<file path="config.mk">
export PLATFORM = sky130hd
export DESIGN_NAME = uart_cmd_parser
export DESIGN_NICKNAME = d
export VERILOG_FILES = /design/src/rtl/uart_cmd_parser.sv
export SDC_FILE = /design/constraint.sdc
export NUM_CORES = 1
export LEC_CHECK = 0
export BUFFER_PORTS_ARGS = -buffer_cell sky130_fd_sc_hd__clkbuf_2
export CAP_MARGIN = 15
export CELL_PAD_IN_SITES_DETAIL_PLACEMENT = 1
export CELL_PAD_IN_SITES_GLOBAL_PLACEMENT = 2
export CORE_ASPECT_RATIO = 0.9
export CORE_UTILIZATION = 42
export DETAILED_ROUTE_END_ITERATION = 6
export PLACE_DENSITY = 0.86
export SLEW_MARGIN = 20
export SYNTH_ARGS = -nofsm -noshare
export SYNTH_HDL_FRONTEND = slang
export SYNTH_SLANG_ARGS = --single-unit
</file>
<file path="constraint.sdc">
create_clock -name Clk -period 6.17 [get_ports Clk]
set_clock_uncertainty 0.15 [all_clocks]
set_input_delay 0.9255 -clock Clk [delete_from_list [all_inputs] [get_ports Clk]]
set_output_delay 0.9255 -clock Clk [all_outputs]
set_load 0.01 [all_outputs]
</file>
<file path="src/rtl/uart_cmd_parser.sv">
// Assembles 4-byte command frames (header, addr, data, addr^data) from a UART
// byte stream into register-write strobes, flagging bad checksums and stalls.
module uart_cmd_parser #(
  parameter logic [7:0] HEADER  = 8'h55,
  parameter int         TIMEOUT = 1_000_000
) (
  input  logic       Clk,
  input  logic       Reset_n,
  input  logic [7:0] Rx_Data,
  input  logic       Rx_Done,
  output logic       Wr_En,
  output logic [7:0] Wr_Addr,
  output logic [7:0] Wr_Data,
  output logic       Frame_Err,
  output logic [1:0] Err_Code,
  output logic       Busy
);

  localparam int CNT_W = $clog2(TIMEOUT + 1);
  localparam logic [CNT_W-1:0] CNT_LAST = CNT_W'(TIMEOUT - 1);

  typedef enum logic [1:0] {
    IDLE     = 2'd0,
    GET_ADDR = 2'd1,
    GET_DATA = 2'd2,
    GET_CHK  = 2'd3
  } state_t;

  state_t           state_reg, state_next;
  logic [CNT_W-1:0] cnt_reg, cnt_next, cnt_inc;
  logic [7:0]       addr_reg, addr_next;
  logic [7:0]       data_reg, data_next;
  logic             wr_en_reg, wr_en_next;
  logic [7:0]       wr_addr_reg, wr_addr_next;
  logic [7:0]       wr_data_reg, wr_data_next;
  logic             frame_err_reg, frame_err_next;
  logic [1:0]       err_code_reg, err_code_next;
  logic             busy_reg;
  logic             timeout;

  // The stall fires when the count is about to reach TIMEOUT-1; a byte
  // arriving in that same cycle takes priority and restarts the count.
  assign cnt_inc = cnt_reg + CNT_W'(1);
  assign timeout = (state_reg != IDLE) && !Rx_Done && (cnt_inc == CNT_LAST);

  always_ff @(posedge Clk or negedge Reset_n) begin
    if (!Reset_n) begin
      state_reg     <= IDLE;
      cnt_reg       <= '0;
      addr_reg      <= 8'h00;
      data_reg      <= 8'h00;
      wr_en_reg     <= 1'b0;
      wr_addr_reg   <= 8'h00;
      wr_data_reg   <= 8'h00;
      frame_err_reg <= 1'b0;
      err_code_reg  <= 2'b00;
      busy_reg      <= 1'b0;
    end else begin
      state_reg     <= state_next;
      cnt_reg       <= cnt_next;
      addr_reg      <= addr_next;
      data_reg      <= data_next;
      wr_en_reg     <= wr_en_next;
      wr_addr_reg   <= wr_addr_next;
      wr_data_reg   <= wr_data_next;
      frame_err_reg <= frame_err_next;
      err_code_reg  <= err_code_next;
      busy_reg      <= (state_next != IDLE);
    end
  end

  always_comb begin
    state_next     = state_reg;
    cnt_next       = cnt_inc;
    addr_next      = addr_reg;
    data_next      = data_reg;
    wr_en_next     = 1'b0;
    wr_addr_next   = wr_addr_reg;
    wr_data_next   = wr_data_reg;
    frame_err_next = 1'b0;
    err_code_next  = err_code_reg;

    case (state_reg)
      IDLE: begin
        cnt_next = '0;
        if (Rx_Done && (Rx_Data == HEADER)) begin
          state_next = GET_ADDR;
        end
      end
      GET_ADDR: begin
        if (Rx_Done) begin
          addr_next  = Rx_Data;
          cnt_next   = '0;
          state_next = GET_DATA;
        end
      end
      GET_DATA: begin
        if (Rx_Done) begin
          data_next  = Rx_Data;
          cnt_next   = '0;
          state_next = GET_CHK;
        end
      end
      GET_CHK: begin
        if (Rx_Done) begin
          cnt_next   = '0;
          state_next = IDLE;
          if (Rx_Data == (addr_reg ^ data_reg)) begin
            wr_en_next   = 1'b1;
            wr_addr_next = addr_reg;
            wr_data_next = data_reg;
          end else begin
            frame_err_next = 1'b1;
            err_code_next  = 2'b01;
          end
        end
      end
      default: begin
        state_next = IDLE;
        cnt_next   = '0;
      end
    endcase

    if (timeout) begin
      state_next     = IDLE;
      cnt_next       = '0;
      frame_err_next = 1'b1;
      err_code_next  = 2'b10;
    end
  end

  assign Wr_En     = wr_en_reg;
  assign Wr_Addr   = wr_addr_reg;
  assign Wr_Data   = wr_data_reg;
  assign Frame_Err = frame_err_reg;
  assign Err_Code  = err_code_reg;
  assign Busy      = busy_reg;

endmodule

</file>
# After elaboration in Yosys (flattened, before gate mapping)
# Index checks and enable logic that the tools add are counted.
[classes] add_sub_neg=1 multipliers=0 n_div=0 magnitude_cmp=0 n_eq_ne=7 n_shift=0 muxes=20 bitwise=1 n_reduce_logical=14
[op_table] operator="$mux W20" count=2
[op_table] operator="$pmux W20 S2" count=1
[op_table] operator="$add A20 B1 Y20 const B" count=1
[op_table] operator="$eq A20 B20 Y1 const B" count=1
[op_table] operator="$mux W2" count=9
[op_table] operator="$eq A8 B7 Y1 const B" count=1
[op_table] operator="$eq A8 B8 Y1" count=1
[op_table] operator="$pmux W2 S4" count=1
[op_table] operator="$reduce_bool A2 Y1" count=4
[op_table] operator="$xor A8 B8 Y8" count=1
[op_table] operator="$mux W1" count=7
[op_table] operator="$reduce_and A3 Y1" count=2
[op_table] operator="$eq A2 B2 Y1 const B" count=2
[op_table] operator="$reduce_and A2 Y1" count=2
[op_table] operator="$logic_and A1 B1 Y1" count=3
[op_table] operator="$reduce_or A3 Y1" count=1
[op_table] operator="$eq A2 B1 Y1 const B" count=1
[op_table] operator="$logic_not A2 Y1" count=1
[op_table] operator="$ne A2 B2 Y1 const B" count=1
[op_table] operator="$logic_not A1 Y1" count=1
[word_totals] register_bits=59 latch_bits=0 mem_bits_rw=0 mem_bits_ro=0 inputBits=11 out_inout_bits=21 word_cells=53 memories=0

# Longest topological paths before layout
[logic_depth] depth_word=6 ltp_mapped=8 depth_no_buf=7

# Worst setup path before layout
# Ideal clock, no wire load.
[synth_timing] path_type="input-to-reg" startpoint="input Rx_Data[2]" endpoint="register wr_addr_reg[1] (netlist: Wr_Addr[1])" setup_ns=0.125 t_arrival_ns=2.321 required_time_ns=5.895 path_slack_ns=3.574 cell_stages=8 path_buffers=2 path_cell_list="inv_1 xnor2_1 nand4_1 nor2_1 nor2b_1 clkbuf_1 buf_2 mux2_2"
[synth_between] elab_chain_cells=2
[synth_rtl] element="start, declared" line="9" text="input logic [7:0] Rx_Data,"
[synth_rtl] element="$eq A8 B8 Y1" line="108" text="if (Rx_Data == (addr_reg ^ data_reg)) begin"
[synth_rtl] element="$reduce_and A3 Y1 (no line)"
[synth_rtl] element="end signal, assigned" line="64" text="wr_addr_reg <= wr_addr_next;"
[synth_rtl] element="end, declared" line="34" text="logic [7:0] wr_addr_reg, wr_addr_next;"
# Every way passes these cells.
# A chain may end at the register's enable or synchronous reset.

# Worst setup path after layout
[layout_timing] startpoint="register cnt_reg[0]" endpoint="register cnt_reg[18]"
[layout_between] elab_chain_cells=4 word_cells_on_any_way=6 classes_between="add/sub: 1; eq/ne: 1; mux: 3; reduce/logical: 1"
[layout_rtl] element="start, declared" line="30" text="logic [CNT_W-1:0] cnt_reg, cnt_next, cnt_inc;"
[layout_rtl] element="start signal, assigned" line="60" text="cnt_reg <= cnt_next;"
[layout_rtl] element="$add A20 B1 Y20 *" line="43" text="assign cnt_inc = cnt_reg + CNT_W'(1);"
[layout_rtl] element="$eq A20 B20 Y1 or $mux W20 (tied branches)"
[layout_rtl] element="$logic_and A1 B1 Y1 or $pmux W20 S2 (tied branches)" line="44, 83"
[layout_rtl] element="$mux W20 *" line="124" text="if (timeout) begin"
[layout_rtl] element="net cnt_next[18]" line="30"
# The timed path passes the listed nets; every way through them passes the cells marked *.

==> flow_summary_export.csv <==
group,metric,value,unit
logic_synthesis,synth_edf_count,0,
clock_tree,htreeDepth,3,
floorplanning,rows,28,
layout,largest_reg_flops,20,
setup_path,end_kind,"register",
grt,grt_pass1_vias,2090,
floorplanning,dieArea,7172,sq um
layout,area.growth.synth_to_final,15.82,%
layout,drive_gt1_share,31.03,%
setup_path,cp_max_fo,17,
layout,nFillCells,746,
min_path,hold-path-cell-count,1,
route,wl,6.037,mm
timing,period_share,51.05,%
clock_tree,max-clock-path-buffers,2,
timing,period_minus_slack,3.150,ns
clock_tree,cts_resized,0,
clock_tree,cts_root_buf,"clkbuf_8",
route,vias,1991,
timing,slew_headroom,33.56,%
place,gp_congestion,0.7507,
logic_synthesis,syn_area,2872,sq um
setup_path,path_class,"reg2reg",
logic_synthesis,syn-instance-count,252,
layout,utilization,50.49,%
grt,grt_use_total,20.05,%
logic_synthesis,ys_seq_area_share,51.42,%
power_and_ir_drop,ir_worst_vdd,0.0002028,V
place,dp_hpwl,4.151,mm
clock_tree,cts_buffers,9,
logic_synthesis,synth.distinct_cells,45,
logic_synthesis,synth-async-reset-ratio,100.0,%
logic_synthesis,ys_ff_latch,59,
route,drt_iter0_markers,102,
setup_path,r2r_start,"cnt_reg[0]",
power_and_ir_drop,p_leak,1.478,nW
clock_tree,cts.sinks,59,
timing,tightest_slew,0.9892,ns
clock_tree,cts_tree,"yes",
route,drtPass1Iterations,4,
route,wl_per_cell,15.89,um
timing,hold_slack,0.3456,ns
clock_tree,holdBufCountCts,0,
clock_tree,post-cts-setup-buffer-count,0,
min_path,worstHoldStart,"Err_Code[1]",
setup_path,critPathLaunchType,"register",
logic_synthesis,yosysTopAreaCellShare,51.42,%
setup_path,critPathRequiredTime,6.19,ns
logic_synthesis,yosys_warnings,0,
floorplanning,die_w,89.16,um
logic_synthesis,syn_nets,265,
grt,antenna_found_initial,0,
outcome,status,"finished, final reports clean",
place,port_buffers,31,
min_path,hold_class,"reg2reg",
grt,gr-total-overflow,0,
layout,final_nets,299,
logic_synthesis,synth_top_cell_by_area,"dfrtp_1",
floorplanning,io_pins,32,
clock_tree,cts.clk_slew.worst_paths,0.07,ns
setup_path,arrival,3.17,ns
setup_path,r2r_cells,7,
clock_tree,insertion_delay,0.34,ns
timing,final-hold-violation-count,0,
route,vias_per_cell,5.239,
timing,finalMaxSlewViolations,0,
run,drv_cap,0,
timing,setup_violations,0,
floorplanning,fp.dieH,80.44,um
route,drc_errors,0,
grt,grt_pass1_wl,10.52,mm
timing,max_freq,317.5,MHz
setup_path,startpoint,"cnt_reg[0]",
logic_synthesis,ys.flop_type,"dfrtp_1",
grt,grt_max_degree,60,
floorplanning,design.core.area,6586,sq um
logic_synthesis,syn_area_per_cell,11.39,sq um
route,detail-route-antenna-nets,0,
floorplanning,start_util,43.60,%
timing,grt_setup_unrepaired,"no",
logic_synthesis,yosys-top-cells-area,"dfrtp_1 (51%), mux2_2 (9.4%), xnor2_1 (6.4%)",
layout,diodes,0,
power_and_ir_drop,cellPowerDensity,356.3,nW/um^2
timing,setup_tns,0,ns
## cells in the final DEF (no fill, tap or decap), types with 3 or more instances in the layout
cell,n
nand3_1,7
dfrtp_1,59
nor2_1,11
nor2b_1,3
mux2i_1,3
buf_4,3
mux2_2,24
xor2_1,11
clkbuf_8,10
xnor2_1,21
o21ai_0,11
or3_1,3
nor3_1,11
nor4_1,4
nor3_2,3
a21oi_1,5
clkbuf_2,31
nand2_1,17
or2_2,3
nand4_1,9
inv_1,9
## path summary, 6_finish.rpt
check | to | slack [ns]
max | cnt_reg[18] | 3.02
min | Err_Code[1] | 0.35
max reg2reg | cnt_reg[18] | 3.02
min reg2reg | Err_Code[1] | 0.35
max in group asynchronous | Wr_Addr[7] | 4.79
min in group asynchronous | Wr_En | 0.59
## power breakdown
part,switching [mW],internal [mW]
logic,0.134,0.131
clock network,0.153,0.236
registers,0.0707,0.460
## cells by family after synthesis
| kind of cell | synth area share [%] |
|---|---|
| flip-flops | 51.42 |
| AND/OR/NAND/NOR | 18.61 |
| buffers and inverters | 3.006 |
| adder cells (fa/ha/maj) | 0.8713 |
| AO/OA/AOI/OAI | 5.316 |
| multiplexers | 10.46 |
| XOR/XNOR | 10.33 |
## per-layer routing
metal	vias up	GRT usage (%)	routed length [um]
li1	947	-	-
met1	1000	27.19	2865
met2	33	30.99	2856
met3	11	5.653	225
met4	0	6.190	89
met5	-	0	0
## worst max-delay path: stages, from the launching register on
cell	delay, ns
dfrtp_1	0.45
ha_1	0.23
nand3_2	0.23
nor3_1	0.43
mux2i_1	0.36
o2111ai_2	0.20
nor4_4	0.79
nor3_1	0.13
## stage by stage
step	power, mW	instances	instance area, sq um	setup WS, ns
after global routing	1.251	380	3326	2.685
after CTS	1.198	380	3326	3.003
after detailed placement	0.8037	365	3109	2.998
after global placement	0.7882	365	3109	3.102
final	1.185	380	3326	3.020
after floorplan	0.7203	252	2872	3.574
## final cells by class
type	instances	area (sq um)	area share, %
clock inverters	4	75.07	2.257
inverters	9	33.78	1.016
multi-input cells	173	1309	39.35
clock buffers	11	141.4	4.251
well taps	90	112.6	3.386
repair buffers	34	177.7	5.342
flip-flops and latches	59	1476	44.39
## cells in the mapped netlist (all sizes together) (4+ instances only)
library cell,count
nor3,14
buf,4
a21oi,6
inv,9
mux2,24
xor2,12
nor4,7
nor2,11
dfrtp,59
clkbuf,7
or3,5
nand2,17
xnor2,21
nand4,10
nand3,8
o21ai,11
No activity file was read; power rests on OpenSTA's default activity.
